--- config.mk ---
export PLATFORM = sky130hd
export DESIGN_NAME = sop_approx_engine
export DESIGN_NICKNAME = d
export VERILOG_FILES = /design/src/rtl/sop_approx_pkg.sv /design/src/rtl/sop_cfg_bank.sv /design/src/rtl/sop_approx_engine.sv
export SDC_FILE = /design/constraint.sdc
export NUM_CORES = 1
export LEC_CHECK = 0
export CAP_MARGIN = 20
export CORE_ASPECT_RATIO = 1.2
export CORE_MARGIN = 2
export CORE_UTILIZATION = 40
export CTS_CLUSTER_DIAMETER = 200
export DETAILED_ROUTE_END_ITERATION = 7
export PLACE_DENSITY = 0.59
export SETUP_SLACK_MARGIN = 0.5
export SLEW_MARGIN = 20
export SYNTH_ARGS = -nofsm -noshare
export SYNTH_HDL_FRONTEND = slang
export SYNTH_SLANG_ARGS = --single-unit
--- constraint.sdc ---
create_clock -name clk -period 2.7 [get_ports clk]
set_input_delay 0.54 -clock clk [delete_from_list [all_inputs] [get_ports clk]]
set_output_delay 0.54 -clock clk [all_outputs]
set_load 0.03 [all_outputs]
--- src/rtl/sop_approx_pkg.sv ---
// Shared types and constants for the SOP approximate-circuit evaluator.
// Literal codes, engine FSM states and the per-product configuration word.
package sop_approx_pkg;

    localparam logic [1:0] LIT_DC   = 2'b00;
    localparam logic [1:0] LIT_POS  = 2'b01;
    localparam logic [1:0] LIT_NEG  = 2'b10;
    localparam logic [1:0] LIT_ZERO = 2'b11;

    localparam int unsigned DEF_N_IN  = 4;
    localparam int unsigned DEF_N_OUT = 3;

    typedef enum logic [1:0] {
        ST_RUN   = 2'd0,
        ST_DRAIN = 2'd1,
        ST_SWAP  = 2'd2
    } eng_state_t;

    typedef struct packed {
        logic [2*DEF_N_IN-1:0] lit;
        logic [DEF_N_OUT-1:0]  act;
    } prod_cfg_t;

    function automatic logic lit_term(input logic [1:0] code, input logic x);
        logic r;
        case (code)
            LIT_DC:   r = 1'b1;
            LIT_POS:  r = x;
            LIT_NEG:  r = ~x;
            LIT_ZERO: r = 1'b0;
            default:  r = 1'b0;
        endcase
        return r;
    endfunction

endpackage

--- src/rtl/sop_cfg_bank.sv ---
// Shadow/active configuration registers for sop_approx_engine.
// Host writes land in the shadow bank; a swap copies the whole shadow bank at once.
module sop_cfg_bank
    import sop_approx_pkg::*;
#(
    parameter int unsigned N_IN   = 4,
    parameter int unsigned N_OUT  = 3,
    parameter int unsigned N_PROD = 20,
    parameter int unsigned SEL_W  = 5
) (
    input  logic                       clk,
    input  logic                       rst_n,
    input  logic                       i_we,
    input  logic [SEL_W-1:0]           i_sel,
    input  logic [2*N_IN-1:0]          i_lit,
    input  logic [N_OUT-1:0]           i_act,
    input  logic                       i_swap,
    output logic [N_PROD*2*N_IN-1:0]   o_lit,
    output logic [N_PROD*N_OUT-1:0]    o_act,
    output logic [N_OUT-1:0]           o_oen
);

    logic [N_PROD*2*N_IN-1:0] r_sh_lit, r_ac_lit;
    logic [N_PROD*N_OUT-1:0]  r_sh_act, r_ac_act;
    logic [N_OUT-1:0]         r_sh_oen, r_ac_oen;

    // A write in the swap cycle reaches the shadow after the copy: non-blocking reads see old shadow.
    always_ff @(posedge clk or negedge rst_n) begin
        if (!rst_n) begin
            r_sh_lit <= '0;
            r_sh_act <= '0;
            r_sh_oen <= '0;
            r_ac_lit <= '0;
            r_ac_act <= '0;
            r_ac_oen <= '0;
        end else begin
            if (i_we) begin
                for (int unsigned p = 0; p < N_PROD; p++) begin
                    if (i_sel == SEL_W'(p)) begin
                        r_sh_lit[p*2*N_IN +: 2*N_IN] <= i_lit;
                        r_sh_act[p*N_OUT +: N_OUT]   <= i_act;
                    end
                end
                if (i_sel == SEL_W'(N_PROD)) begin
                    r_sh_oen <= i_act;
                end
            end
            if (i_swap) begin
                r_ac_lit <= r_sh_lit;
                r_ac_act <= r_sh_act;
                r_ac_oen <= r_sh_oen;
            end
        end
    end

    assign o_lit = r_ac_lit;
    assign o_act = r_ac_act;
    assign o_oen = r_ac_oen;

endmodule

--- src/rtl/sop_approx_engine.sv ---
// Two-stage pipelined shared-product SOP evaluator with atomic config commit.
// Optional abs-diff error monitor enabled by defining ABS_DIFF_ERRMON_EN.
module sop_approx_engine
    import sop_approx_pkg::*;
#(
    parameter int unsigned N_IN   = 4,
    parameter int unsigned N_OUT  = 3,
    parameter int unsigned N_PROD = 20,
    parameter int unsigned ET     = 1
) (
    input  logic                           clk,
    input  logic                           rst_n,
    input  logic                           in_valid,
    output logic                           in_ready,
    input  logic [N_IN-1:0]                in_data,
    output logic                           out_valid,
    input  logic                           out_ready,
    output logic [N_OUT-1:0]               out_data,
    input  logic                           cfg_we,
    input  logic [$clog2(N_PROD+1)-1:0]    cfg_sel,
    input  logic [2*N_IN-1:0]              cfg_lit,
    input  logic [N_OUT-1:0]               cfg_act,
    input  logic                           cfg_commit,
    output logic                           cfg_busy,
    output logic [15:0]                    err_cnt,
    output logic [N_OUT:0]                 err_max
);

    localparam int unsigned SEL_W = $clog2(N_PROD+1);

    eng_state_t               r_state;
    logic                     r_busy;
    logic                     r_s1_valid, r_s2_valid;
    logic [N_PROD-1:0]        r_s1_prod;
    logic [N_OUT-1:0]         r_s2_out;

    logic                     w_s2_adv, w_accept, w_swap;
    logic [N_PROD-1:0]        w_prod;
    logic [N_OUT-1:0]         w_out;
    logic [N_PROD*2*N_IN-1:0] w_ac_lit;
    logic [N_PROD*N_OUT-1:0]  w_ac_act;
    logic [N_OUT-1:0]         w_ac_oen;

    sop_cfg_bank #(
        .N_IN   (N_IN),
        .N_OUT  (N_OUT),
        .N_PROD (N_PROD),
        .SEL_W  (SEL_W)
    ) u_bank (
        .clk    (clk),
        .rst_n  (rst_n),
        .i_we   (cfg_we),
        .i_sel  (cfg_sel),
        .i_lit  (cfg_lit),
        .i_act  (cfg_act),
        .i_swap (w_swap),
        .o_lit  (w_ac_lit),
        .o_act  (w_ac_act),
        .o_oen  (w_ac_oen)
    );

    assign w_s2_adv  = out_ready | ~r_s2_valid;
    assign in_ready  = w_s2_adv & (r_state == ST_RUN);
    assign w_accept  = in_valid & in_ready;
    assign w_swap    = (r_state == ST_SWAP);
    assign out_valid = r_s2_valid;
    assign out_data  = r_s2_out;
    assign cfg_busy  = r_busy;

    always_comb begin
        w_prod = '1;
        for (int unsigned p = 0; p < N_PROD; p++) begin
            for (int unsigned i = 0; i < N_IN; i++) begin
                w_prod[p] = w_prod[p] & lit_term(w_ac_lit[p*2*N_IN + 2*i +: 2], in_data[i]);
            end
        end
    end

    // Bank is only swapped with both stages empty, so stage 2 may read the active bank directly.
    always_comb begin
        w_out = '0;
        for (int unsigned o = 0; o < N_OUT; o++) begin
            for (int unsigned p = 0; p < N_PROD; p++) begin
                w_out[o] = w_out[o] | (r_s1_prod[p] & w_ac_act[p*N_OUT + o]);
            end
        end
        w_out = w_out & w_ac_oen;
    end

    always_ff @(posedge clk or negedge rst_n) begin
        if (!rst_n) begin
            r_s1_valid <= 1'b0;
            r_s1_prod  <= '0;
            r_s2_valid <= 1'b0;
            r_s2_out   <= '0;
        end else if (w_s2_adv) begin
            r_s1_valid <= w_accept;
            if (w_accept) begin
                r_s1_prod <= w_prod;
            end
            r_s2_valid <= r_s1_valid;
            if (r_s1_valid) begin
                r_s2_out <= w_out;
            end
        end
    end

    always_ff @(posedge clk or negedge rst_n) begin
        if (!rst_n) begin
            r_state <= ST_RUN;
            r_busy  <= 1'b0;
        end else begin
            case (r_state)
                ST_RUN: begin
                    if (cfg_commit) begin
                        r_state <= ST_DRAIN;
                        r_busy  <= 1'b1;
                    end
                end
                ST_DRAIN: begin
                    if (!r_s1_valid && !r_s2_valid) begin
                        r_state <= ST_SWAP;
                    end
                end
                ST_SWAP: begin
                    r_state <= ST_RUN;
                    r_busy  <= 1'b0;
                end
                default: begin
                    r_state <= ST_RUN;
                    r_busy  <= 1'b0;
                end
            endcase
        end
    end

`ifdef ABS_DIFF_ERRMON_EN
    localparam int unsigned HALF = N_IN / 2;
    localparam int unsigned EW   = N_OUT + 1;
    localparam logic [EW-1:0] ET_W = EW'(ET);

    if (N_OUT != HALF + 1) begin : g_errmon_width_check
        $error("sop_approx_engine: abs-diff monitor needs N_OUT == N_IN/2 + 1");
    end

    logic [N_IN-1:0] r_s1_in, r_s2_in;
    logic [15:0]     r_err_cnt;
    logic [EW-1:0]   r_err_max;
    logic [HALF-1:0] w_a, w_b;
    logic [EW-1:0]   w_exact, w_res, w_e;

    always_comb begin
        w_a     = r_s2_in[HALF-1:0];
        w_b     = r_s2_in[N_IN-1:HALF];
        w_exact = (w_a >= w_b) ? EW'(w_a - w_b) : EW'(w_b - w_a);
        w_res   = {1'b0, r_s2_out};
        w_e     = (w_res >= w_exact) ? (w_res - w_exact) : (w_exact - w_res);
    end

    always_ff @(posedge clk or negedge rst_n) begin
        if (!rst_n) begin
            r_s1_in   <= '0;
            r_s2_in   <= '0;
            r_err_cnt <= '0;
            r_err_max <= '0;
        end else begin
            if (w_s2_adv) begin
                if (w_accept) begin
                    r_s1_in <= in_data;
                end
                if (r_s1_valid) begin
                    r_s2_in <= r_s1_in;
                end
            end
            if (w_swap) begin
                r_err_cnt <= '0;
                r_err_max <= '0;
            end else if (r_s2_valid && out_ready) begin
                if (w_e > ET_W && r_err_cnt != 16'hFFFF) begin
                    r_err_cnt <= r_err_cnt + 16'd1;
                end
                if (w_e > r_err_max) begin
                    r_err_max <= w_e;
                end
            end
        end
    end

    assign err_cnt = r_err_cnt;
    assign err_max = r_err_max;
`else
    logic w_unused_et;
    assign w_unused_et = ^ET;
    assign err_cnt     = '0;
    assign err_max     = '0;
`endif

endmodule
Word-level counts from Yosys, hierarchy flattened:

Index checks and enable logic that the tools add are counted.

* register bits after elaboration: 474
* input port bits: 26
* output and inout bits: 26

* equal/unequal tests: 264
* muxes and demuxes: 85
* bitwise gates (word level): 187
* reduce and logical (&&, ||, !) cells: 110

Operators with widths (number)
* $eq A2 B2 Y1 const B: 161
* $pmux W1 S4: 80
* $eq A2 B1 Y1 const B: 81
* $logic_not A2 Y1: 81
* $and A1 B1 Y1: 122
* $or A1 B1 Y1: 58
* $reduce_and A2 Y1: 25
* $eq A5 B4 Y1 const B: 8
* $eq A5 B5 Y1 const B: 5
* $eq A5 B3 Y1 const B: 4
* $eq A5 B2 Y1 const B: 2
* $not A1 Y1: 6
* $eq A5 B1 Y1 const B: 1
* $logic_not A5 Y1: 1
* $mux W2: 2
* $ne A2 B2 Y1 const B: 2
* $pmux W2 S2: 1
* $and A3 B3 Y3: 1
* $logic_not A1 Y1: 2
* $pmux W1 S2: 1
* $logic_and A1 B1 Y1: 1
* $mux W1: 1

Logic depth before layout (Yosys ltp):

Gate-level depths: netlist of run 1.

* word-level depth: 21
* mapped depth: 5
* depth with buffers taken out: 4

Modules after synthesis:

Synthesis of run 1 repeated with hierarchy kept, for this count alone.

* cells, all modules: 1230
* area, all modules: 19571.3 µm²

Modules (own cells, without submodules)
* sop_cfg_bank: times used 1, cells an instance 990, area an instance 16759.8 µm², seq. area each 11160.7 µm²
* sop_approx_engine: times used 1, cells an instance 240, area an instance 2811.4 µm², seq. area each 700.7 µm²

Least setup slack after synthesis of run 1:

Ideal clock, no wire load.

* path type: reg-to-output
* start: register r_s2_valid (netlist: out_valid)
* end: output in_ready
* arrival: 1345 ps
* data required time: 2160 ps
* slack: 815 ps
* stages on the path, launching flop included: 3
* buffers on the path: 0
* cell sequence: dfrtp_1 nor2b_1 nor3_1

* cells in the longest elaborated chain, start to end: 3

RTL lines
* from (decl): line sop_approx_engine.sv:33 `logic r_s1_valid, r_s2_valid;`
* from (signal assigned): line sop_approx_engine.sv:101 `r_s2_valid <= r_s1_valid;`
* $not A1 Y1: line sop_approx_engine.sv:62 `assign w_s2_adv = out_ready | ~r_s2_valid;`
* $or A1 B1 Y1: line sop_approx_engine.sv:62
* $and A1 B1 Y1: line sop_approx_engine.sv:63 `assign in_ready = w_s2_adv & (r_state == ST_RUN);`
* to (decl): line sop_approx_engine.sv:14 `output logic in_ready,`

No other way between the ends.

Final worst setup path of run 1:

* start: register r_s2_out[2] (netlist: out_data[2])
* end: output out_data[2]

RTL lines
* from (decl): line sop_approx_engine.sv:35 `logic [N_OUT-1:0] r_s2_out;`
* from (signal assigned): line sop_approx_engine.sv:103 `r_s2_out <= w_out;`
* to (decl): line sop_approx_engine.sv:18 `output logic [N_OUT-1:0] out_data,`

No word-level cell between the ends.

==> key figures, run 1 <==
Route
  • DRT antenna net count: 0
  • # DRC: 0
  • Routed vias/inst: 5.25
  • First-pass detailed-route iteration total: 4
  • Wirelength per Cell: 21.3 um
  • DR iter-0 viols: 419
  • DR vias: 10,300
  • Wirelength, routed: 41,700 um

Clock tree
  • TritonCTS Sinks: 474
  • Clock Tree Root: clkbuf_16
  • Clock latency on the worst-skew pair: 0.56 ns
  • CTS tree: yes
  • Clk buf depth: 3
  • H-tree Lvls: 2
  • Clock-pin slew on the worst setup and hold paths: 0.06 ns
  • TritonCTS buffer count: 47

Worst setup path
  • CP peak stage delay: 0.68 ns
  • Buffers & Inverters on Critical Path: 1
  • WS Path Type: flip-flop to output port
  • Crit path required time: 2.16 ns
  • Setup crit end kind: output port
  • Slowest cell on the critical path: clkdlybuf4s50_1
  • CP max FO: 2
  • Worst EP arrival: 1.60 ns
  • CP top delay family: buffers and inverters
  • Crit path launch type: flip-flop
  • CP cell instances: clkdlybuf4s50_1

Final layout
  • Final core occ: 0.461
  • Filler cell count in the final layout: 4,268
  • Layout cell share with drive strength beyond 1: 0.459
  • P&R area growth vs syn: 14.7%
  • Most common cell after layout, fill and taps aside: dfrtp_1
  • Fin nets: 1,317
  • Most frequent cells in the layout: 474 x dfrtp_1, 465 x mux2_2, 49 x clkbuf_16
  • Final cell count without fillers: 1,959

Synthesis
  • Synth async-reset ratio: 1.00
  • Netlist Area Pre-Place: 0.0192 sq mm
  • Register bit total from synthesis: 474
  • Number of synthesized flops with an enable pin: 0
  • Yosys synthesis warning count: 0
  • Sequential-to-total area share from yosys stat: 0.617
  • Primary FF master, synth: dfrtp_1
  • Synth cell types: 34
  • Avg Cell Area, Syn: 15.6 sq um
  • Synthesized instance count: 1,234

Floorplan
  • Rows: 88
  • Area of the die: 0.0498 sq mm
  • Die Wd: 204 um
  • Die Ht: 244 um
  • Core area: 0.0478 sq mm
  • Initial Utilization: 0.402
  • Io pins: 52

GRT
  • GRT Overall Usage: 0.173
  • Initial antenna violation count: 0
  • Grt ovf: 0
  • Vias in the first global route: 11,000
  • First-pass GRT wire length: 66,100 um
  • Largest net degree at the start of global routing: 82

Timing
  • Final hold violations: 0
  • Fin Setup TNS: 0 ns
  • Final worst path period need: 2.14 ns
  • Slew Viols, Final: 0
  • Worst Setup Slack, final: 0.560 ns
  • Max Clk Rate: 467 MHz
  • RSZ-0062 raised after global routing: false
  • Tcrit/Tclk final: 0.793
  • Relative slew slack: 0.599
  • Worst slew pin tran: 0.587 ns
  • Setup violators final: 0
  • Skew final: 0.00817 ns

Place
  • # port buffers: 31
  • RePlAce Congestion: 0.732
  • Post-placement cell count: 1,871
  • HPWL Detailed: 25,400 um
  • Place WS: 0.173 ns

Power and ir drop
  • LEAKAGE: 10.2 nW
  • Power Density: 978 mW/mm^2
  • Max VDD drop: 0.384 mV

Job
  • Max-Cap Viols: 0

Outcome
  • Status: finished, final reports clean

Worst hold path
  • Worst hold path type: flip-flop to flip-flop
==> sequential cells by signal, indices dropped and copies added, names as in the netlist <==
register         flops
u_bank.o_act        60
out_valid            1
out_data             3
u_bank.r_sh_lit    160
r_s1_prod           20
u_bank.r_sh_oen      3
u_bank.o_oen         3
cfg_busy             1
u_bank.o_lit       160
u_bank.r_sh_act     60
r_state              2
r_s1_valid           1
==> kinds of logic after synthesis <==
kind of cell           count (synthesis)  share of synthesized area
muxes                                509                      0.295
DFF                                  474                      0.617
buffers and inverters                105                     0.0309
AOI/OAI and AO/OA                     76                     0.0350
and+or+nand+nor                       69                     0.0212
other                                  1                   0.000195
==> final cells by class <==
class,count,area (sq um),share of cell area
clock buffer,74,1440,0.0653
timing repair buffer,92,920,0.0417
tap,630,788,0.0358
antenna,1,2.50,0.000114
inverter,2,7.51,0.000341
clock inverter,12,166,0.00755
multi-input combinational,674,6850,0.311
sequential,474,11900,0.538
==> per-layer routing <==
layer / global-route usage / up-vias / wire [um]
li1: - / 4561 / -
met1: 0.228 / 5555 / 18500
met2: 0.304 / 111 / 21500
met3: 0.0209 / 51 / 981
met4: 0.0433 / 0 / 724
met5: 0 / - / 0
==> what timing repair did <==
item	CTS	global route
hold buffers	1	0
buffers inserted	0	0
setup endpoints to repair	2	2
gates resized for setup	5	3
pin swaps	0	0
hold endpoints to repair	52	0
==> worst reg2reg max path: stages, from the launching register on <==
cell	delay [ns]
dfrtp_1	0.46
nor2_1	0.17
nand3_2	0.12
buf_4	0.24
a2111oi_0	0.62
a32o_1	0.25
==> through the flow <==
step | hold WS [ns] | instance area (sq um) | total power [W]
final | 0.492 | 22000 | 0.0216
after global routing | 0.507 | 22000 | 0.0227
after CTS | 0.497 | 22000 | 0.0219
after detailed placement | 0.481 | 20400 | 0.0151
after global placement | 0.470 | 20400 | 0.0149
after floorplan | 0.244 | 19300 | 0.0136
==> Yosys cell counts, types with 2 or more instances <==
cell type	n	area [sq um]
mux2_2	465	5240
a2111oi_0	20	175
clkbuf_1	31	116
buf_4	41	308
nor4_1	2	12.5
and3_1	3	18.8
mux2i_1	43	430
a31oi_1	3	18.8
dfrtp_1	474	11900
a221oi_1	15	131
inv_1	2	7.51
nand2b_1	3	18.8
buf_2	30	150
nand2_1	13	48.8
nor3b_2	2	25.0
a22o_1	14	123
and4_1	3	26.3
a32o_1	20	200
nor2_1	8	30.0
nand3b_1	2	15.0
nor2b_1	27	169
==> worst paths after layout <==
path                                      from             endpoint  slack [ns]  depth (start not counted)
setup / recovery                   out_data[2]          out_data[2]        0.56                          1
hold / removal             u_bank.r_sh_lit[14]  u_bank.r_sh_lit[14]        0.49                          1
setup reg to reg                    r_state[0]         r_s1_prod[7]        0.77                          5
hold reg to reg            u_bank.r_sh_lit[14]  u_bank.r_sh_lit[14]        0.49                          1
max in group asynchronous                rst_n    u_bank.o_lit[151]        1.36                          3
min in group asynchronous                rst_n  u_bank.r_sh_lit[89]        0.54                          2
==> power by group <==
group,internal [W],leakage (nW),switching (W)
Clock,0.00404,0.790,0.00268
Sequential,0.00918,6.10,0.00125
Combinational,0.00261,3.27,0.00179
No activity file was read; power rests on OpenSTA's default activity.
==> inputs of run 2 (changes only) <==
--- a/config.mk
+++ b/config.mk
@@ -11,7 +11,7 @@
 export CORE_UTILIZATION = 40
 export CTS_CLUSTER_DIAMETER = 200
 export DETAILED_ROUTE_END_ITERATION = 7
-export PLACE_DENSITY = 0.59
+export PLACE_DENSITY = 0.61
 export SETUP_SLACK_MARGIN = 0.5
 export SLEW_MARGIN = 20
 export SYNTH_ARGS = -nofsm -noshare
==> constraint.sdc (replaced) <==
create_clock -name clk -period 1.78 [get_ports clk]
set_input_delay 0.356 -clock clk [delete_from_list [all_inputs] [get_ports clk]]
set_output_delay 0.356 -clock clk [all_outputs]
set_load 0.03 [all_outputs]
==> run 2 against run 1 <==
  * Clock power rose by 55%
  * Critical endpoint is now in_ready
  * Register-to-register slack worse by 0.73 ns
  * Total power increased by 82%
  * Highest routed layer unchanged
  * Sequential cell count did not move
  * Final area is 19% higher
  * Global-route usage grew 3.5 points
  * Largest cell class unchanged
  * Non-clock buffer count grew 125
  * Critical path depth is 2 higher
  * Setup slack got worse by 0.54 ns
==> key figures, run 2 (synthesis gave the netlist of run 1 again) <==
Worst setup path
  • Crit path required time: 1.42 ns
  • WS Path Type: flip-flop to output port
  • CP max FO: 2
  • Worst R2R Path Depth: 8
  • Crit path launch type: flip-flop
  • Worst EP arrival: 1.41 ns
  • Setup crit end kind: output port

Final layout
  • P&R area growth vs syn: 36.4%
  • ANT cells: 0
  • Filler cell count in the final layout: 3,723
  • Post-route cell area: 0.0262 sq mm
  • Most common cell after layout, fill and taps aside: dfrtp_1
  • Most frequent cells in the layout: 467 x dfrtp_1, 302 x mux2_4, 164 x mux2_2
  • Fin nets: 1,443
  • Layout cell share with drive strength beyond 1: 0.558

Clock tree
  • Clock latency on the worst-skew pair: 0.57 ns
  • TritonCTS Sinks: 474
  • TritonCTS buffer count: 47
  • Clock-pin slew on the worst setup and hold paths: 0.06 ns
  • H-tree Lvls: 2
  • Clk buf depth: 3
  • Clock Tree Root: clkbuf_16
  • CTS tree: yes

Power and ir drop
  • Internal power component: 0.0284 W
  • LEAKAGE: 12.2 nW
  • Max VDD drop: 0.825 mV
  • Net Sw Frac: 0.276
  • Seq pwr share: 0.413
  • Total power: 0.0392 W
  • Logic pwr share: 0.322
  • Clock network power share: 0.265
  • Sw Pwr: 0.0108 W
  • Power Density: 1500 mW/mm^2

Floorplan
  • Die Wd: 204 um
  • Initial Utilization: 0.402
  • Die Ht: 244 um
  • Rows: 88
  • Area of the die: 0.0498 sq mm
  • Core area: 0.0478 sq mm
  • Io pins: 52

Route
  • Wirelength per Cell: 24.0 um
  • DRT antenna net count: 0
  • DR vias: 11,000
  • DR iter-0 viols: 677
  • Routed vias/inst: 5.26
  • Wirelength, routed: 50,000 um
  • First-pass detailed-route iteration total: 4
  • # DRC: 0

Timing
  • Setup violators final: 0
  • Max Clk Rate: 567 MHz
  • Final worst path period need: 1.76 ns
  • Worst slew pin tran: 0.513 ns
  • RSZ-0062 raised after global routing: true
  • Relative slew slack: 0.658
  • Skew final: 0.0187 ns
  • Tcrit/Tclk final: 0.991
  • Slew Viols, Final: 0
  • Worst Setup Slack, final: 0.0161 ns
  • Final hold violations: 0

Place
  • Place WS: -0.614 ns
  • HPWL Detailed: 28,000 um
  • Placed inst area: 0.0226 sq mm
  • # port buffers: 31
  • RePlAce Congestion: 0.763

GRT
  • Largest net degree at the start of global routing: 61
  • GRT Overall Usage: 0.208
  • First-pass GRT wire length: 77,900 um
  • Vias in the first global route: 12,300
  • Initial antenna violation count: 0
  • Grt ovf: 0

Worst hold path
  • Worst hold path type: input pin to asynchronous set/reset pin

Job
  • Max-Cap Viols: 0

Outcome
  • Status: finished, final reports clean
[run 2: final timing paths]
check / start / endpoint / slack, ns
max: r_state[0] / in_ready / 0.02
min: rst_n / u_bank.r_sh_lit[5] / 0.31
max reg2reg: r_state[0] / u_bank.o_lit[61] / 0.04
min reg2reg: u_bank.r_sh_act[13] / u_bank.o_act[13] / 0.49
max in group asynchronous: rst_n / r_s1_prod[14] / 0.73
min in group clk: cfg_sel[0] / u_bank.r_sh_lit[98] / 0.40
[run 2: stage by stage]
stage	std cells	utilization	TNS, ns	hold slack [ns]
final	2085	0.548	0	0.313
after CTS	2073	0.546	-0.00928	0.303
after global placement	1900	0.473	-94.28	0.306
after detailed placement	1900	0.473	-95.38	0.310
after global routing	2085	0.548	-0.164	0.331
after floorplan	1253	-	0	0.0604
[run 2: cell type report]
type	count	area [sq um]	area share
clock buffers	69	1430	0.0545
clock inverters	18	206	0.00788
inverters	2	7.51	0.000286
multi-input cells	675	8570	0.327
flip-flops and latches	474	11900	0.453
well taps	630	788	0.0301
repair buffers	217	3340	0.127
[run 2: timing repair]
action | 4_1_cts | 5_1_grt
pin swaps | 14 | 14
setup endpoints to repair | 475 | 407
hold endpoints to repair | 29 | 0
cloned | 32 | 0
setup buffers | 53 | 12
gates resized for setup | 153 | 14
hold buffers | 1 | 0
[run 2: worst max-delay path, stage by stage (launching register included)]
cell	delay (ns)
dfrtp_1	0.39
buf_6	0.12
nor3_2	0.15
buf_4	0.18
[run 2: power groups by stage]
stage,registers (W),logic [W],clock network (W)
floorplan,0.0155,0.00793,0
global placement,0.0161,0.00948,0
detailed placement,0.0162,0.00968,0
CTS,0.0161,0.0125,0.0107
global route,0.0165,0.0133,0.0111
finish,0.0162,0.0126,0.0104
[run 2: per-layer routing]
metal / part of all wire / vias to the layer above / track usage / routed length (um)
li1: - / 4806 / - / -
met1: 0.44 / 5912 / 0.273 / 21800
met2: 0.51 / 165 / 0.360 / 25700
met3: 0.027 / 79 / 0.0251 / 1330
met4: 0.024 / 0 / 0.0627 / 1220
met5: 0 / - / 0 / 0
==> inputs of run 3 (changes only) <==
--- a/config.mk
+++ b/config.mk
@@ -11,9 +11,9 @@
 export CORE_UTILIZATION = 40
 export CTS_CLUSTER_DIAMETER = 200
 export DETAILED_ROUTE_END_ITERATION = 7
-export PLACE_DENSITY = 0.61
+export PLACE_DENSITY = 0.59
 export SETUP_SLACK_MARGIN = 0.5
-export SLEW_MARGIN = 20
+export SLEW_MARGIN = 40
 export SYNTH_ARGS = -nofsm -noshare
 export SYNTH_HDL_FRONTEND = slang
 export SYNTH_SLANG_ARGS = --single-unit
==> constraint.sdc (replaced) <==
create_clock -name clk -period 1.9 [get_ports clk]
set_input_delay 0.38 -clock clk [delete_from_list [all_inputs] [get_ports clk]]
set_output_delay 0.38 -clock clk [all_outputs]
set_load 0.03 [all_outputs]
==> run 3 against run 2 <==
  * Core utilization barely moved
  * Register-to-register slack improved by 0.12 ns
  * Global-route usage fell by 0.53 points
  * Cell count rose by 1.1%
  * Hold slack got worse by 0.0080 ns
  * Critical path depth fell by 1
  * Critical endpoint unchanged
  * Largest power group unchanged
  * Highest routed layer unchanged
==> key figures, run 3 (synthesis gave the netlist of run 1 again) <==
Outcome
  • Status: finished, final reports clean

Place
  • # port buffers: 31
  • Post-placement cell count: 1,914
  • HPWL Detailed: 27,300 um
  • Place WS: -0.554 ns
  • RePlAce Congestion: 0.741
  • Placed inst area: 0.0221 sq mm

Route
  • First-pass detailed-route iteration total: 5
  • # DRC: 0
  • DRT antenna net count: 0
  • DR vias: 11,100
  • Wirelength, routed: 49,600 um
  • Wirelength per Cell: 23.5 um
  • Routed vias/inst: 5.26
  • DR iter-0 viols: 617

GRT
  • Met2 usage in global routing: 0.348
  • First-pass GRT wire length: 76,300 um
  • Gr busiest metal: met2
  • Largest net degree at the start of global routing: 80
  • GRT Overall Usage: 0.203
  • Initial antenna violation count: 0
  • Grt ovf: 0
  • Met3 Resource Use GR: 0.0256
  • Met1 usage: 0.270
  • Vias in the first global route: 12,000

Final layout
  • Post-route cell area: 0.0262 sq mm
  • Fin nets: 1,467
  • Most frequent cells in the layout: 462 x dfrtp_1, 257 x mux2_4, 209 x mux2_2
  • Layout cell share with drive strength beyond 1: 0.563
  • Final core occ: 0.548
  • P&R area growth vs syn: 36.3%
  • Most common cell after layout, fill and taps aside: dfrtp_1
  • ANT cells: 0
  • Final cell count without fillers: 2,107

Worst setup path
  • Setup crit end kind: output port
  • CP max FO: 4
  • Crit path required time: 1.52 ns
  • Crit path launch type: flip-flop
  • Worst EP arrival: 1.38 ns
  • WS Path Type: flip-flop to output port

Floorplan
  • Core area: 0.0478 sq mm
  • Die Ht: 244 um
  • Io pins: 52
  • Initial Utilization: 0.402
  • Rows: 88
  • Area of the die: 0.0498 sq mm
  • Die Wd: 204 um

Timing
  • Worst Setup Slack, final: 0.139 ns
  • Setup violators final: 0
  • Slew Viols, Final: 0
  • Skew final: 0.0100 ns
  • Max Clk Rate: 568 MHz
  • RSZ-0062 raised after global routing: true
  • Final worst path period need: 1.76 ns
  • Tcrit/Tclk final: 0.927
  • Final hold violations: 0

Clock tree
  • TritonCTS Sinks: 474
  • Clock latency on the worst-skew pair: 0.56 ns
  • Clk buf depth: 3
  • TritonCTS buffer count: 47
  • H-tree Lvls: 2
  • CTS tree: yes
  • Clock Tree Root: clkbuf_16
  • Clock-pin slew on the worst setup and hold paths: 0.06 ns

Power and ir drop
  • Power Density: 1400 mW/mm^2
  • Max VDD drop: 0.611 mV
  • Total power: 0.0367 W
  • LEAKAGE: 12.1 nW

Worst hold path
  • Worst hold path type: input pin to asynchronous set/reset pin

Job
  • Max-Cap Viols: 0
-- run 3: metrics by stage --
step	setup TNS, ns	hold slack, ns
2_1_floorplan	0	0.0844
3_3_place_gp	-78.40	0.294
3_5_place_dp	-77.83	0.295
4_1_cts	0	0.297
5_1_grt	0	0.325
6_report	0	0.305
-- run 3: cell type report --
cell class | count | area (sq um)
multi-input combinational | 675 | 8430
tap | 630 | 788
timing repair buffer | 241 | 3440
inverter | 2 | 7.51
clock inverter | 15 | 225
fill | 3759 | 21600
clock buffer | 70 | 1420
sequential | 474 | 11900
-- run 3: report_power, final --
part	internal [W]	leakage (nW)	switching (W)	total [W]
logic	0.00762	5.23	0.00404	0.0117
registers	0.0131	6.08	0.00213	0.0152
clock network	0.00595	0.815	0.00391	0.00986
-- run 3: metal layers --
layer | vias up | part of all wire
met5 | - | 0
met1 | 5994 | 0.44
met4 | 0 | 0.022
met2 | 165 | 0.51
met3 | 68 | 0.030
li1 | 4861 | -
-- run 3: final timing paths --
path                       cells past startpoint                start                 to  slack [ns]
max reg2reg                                    9            out_valid       r_s1_prod[8]        0.16
max in group asynchronous                      3                rst_n      r_s1_prod[16]        0.84
min in group clk                               3           cfg_commit         r_state[0]        0.43
max                                            2           r_state[0]           in_ready        0.14
min reg2reg                                    1  u_bank.r_sh_lit[68]   u_bank.o_lit[68]        0.49
min                                            2                rst_n  u_bank.o_lit[148]        0.30
-- run 3: timing repair --
action,in CTS,in global routing
endpoints found under the setup margin,472,330
resized for setup,241,53
setup buffers,62,20
hold buffers,1,0
gates cloned,25,0
endpoints found under the hold margin,28,0
pin swaps,44,14
-- run 3: critical path, stage by stage, from the launching register on --
cell	delay, ns
dfrtp_2	0.46
nor3_2	0.18
buf_4	0.17
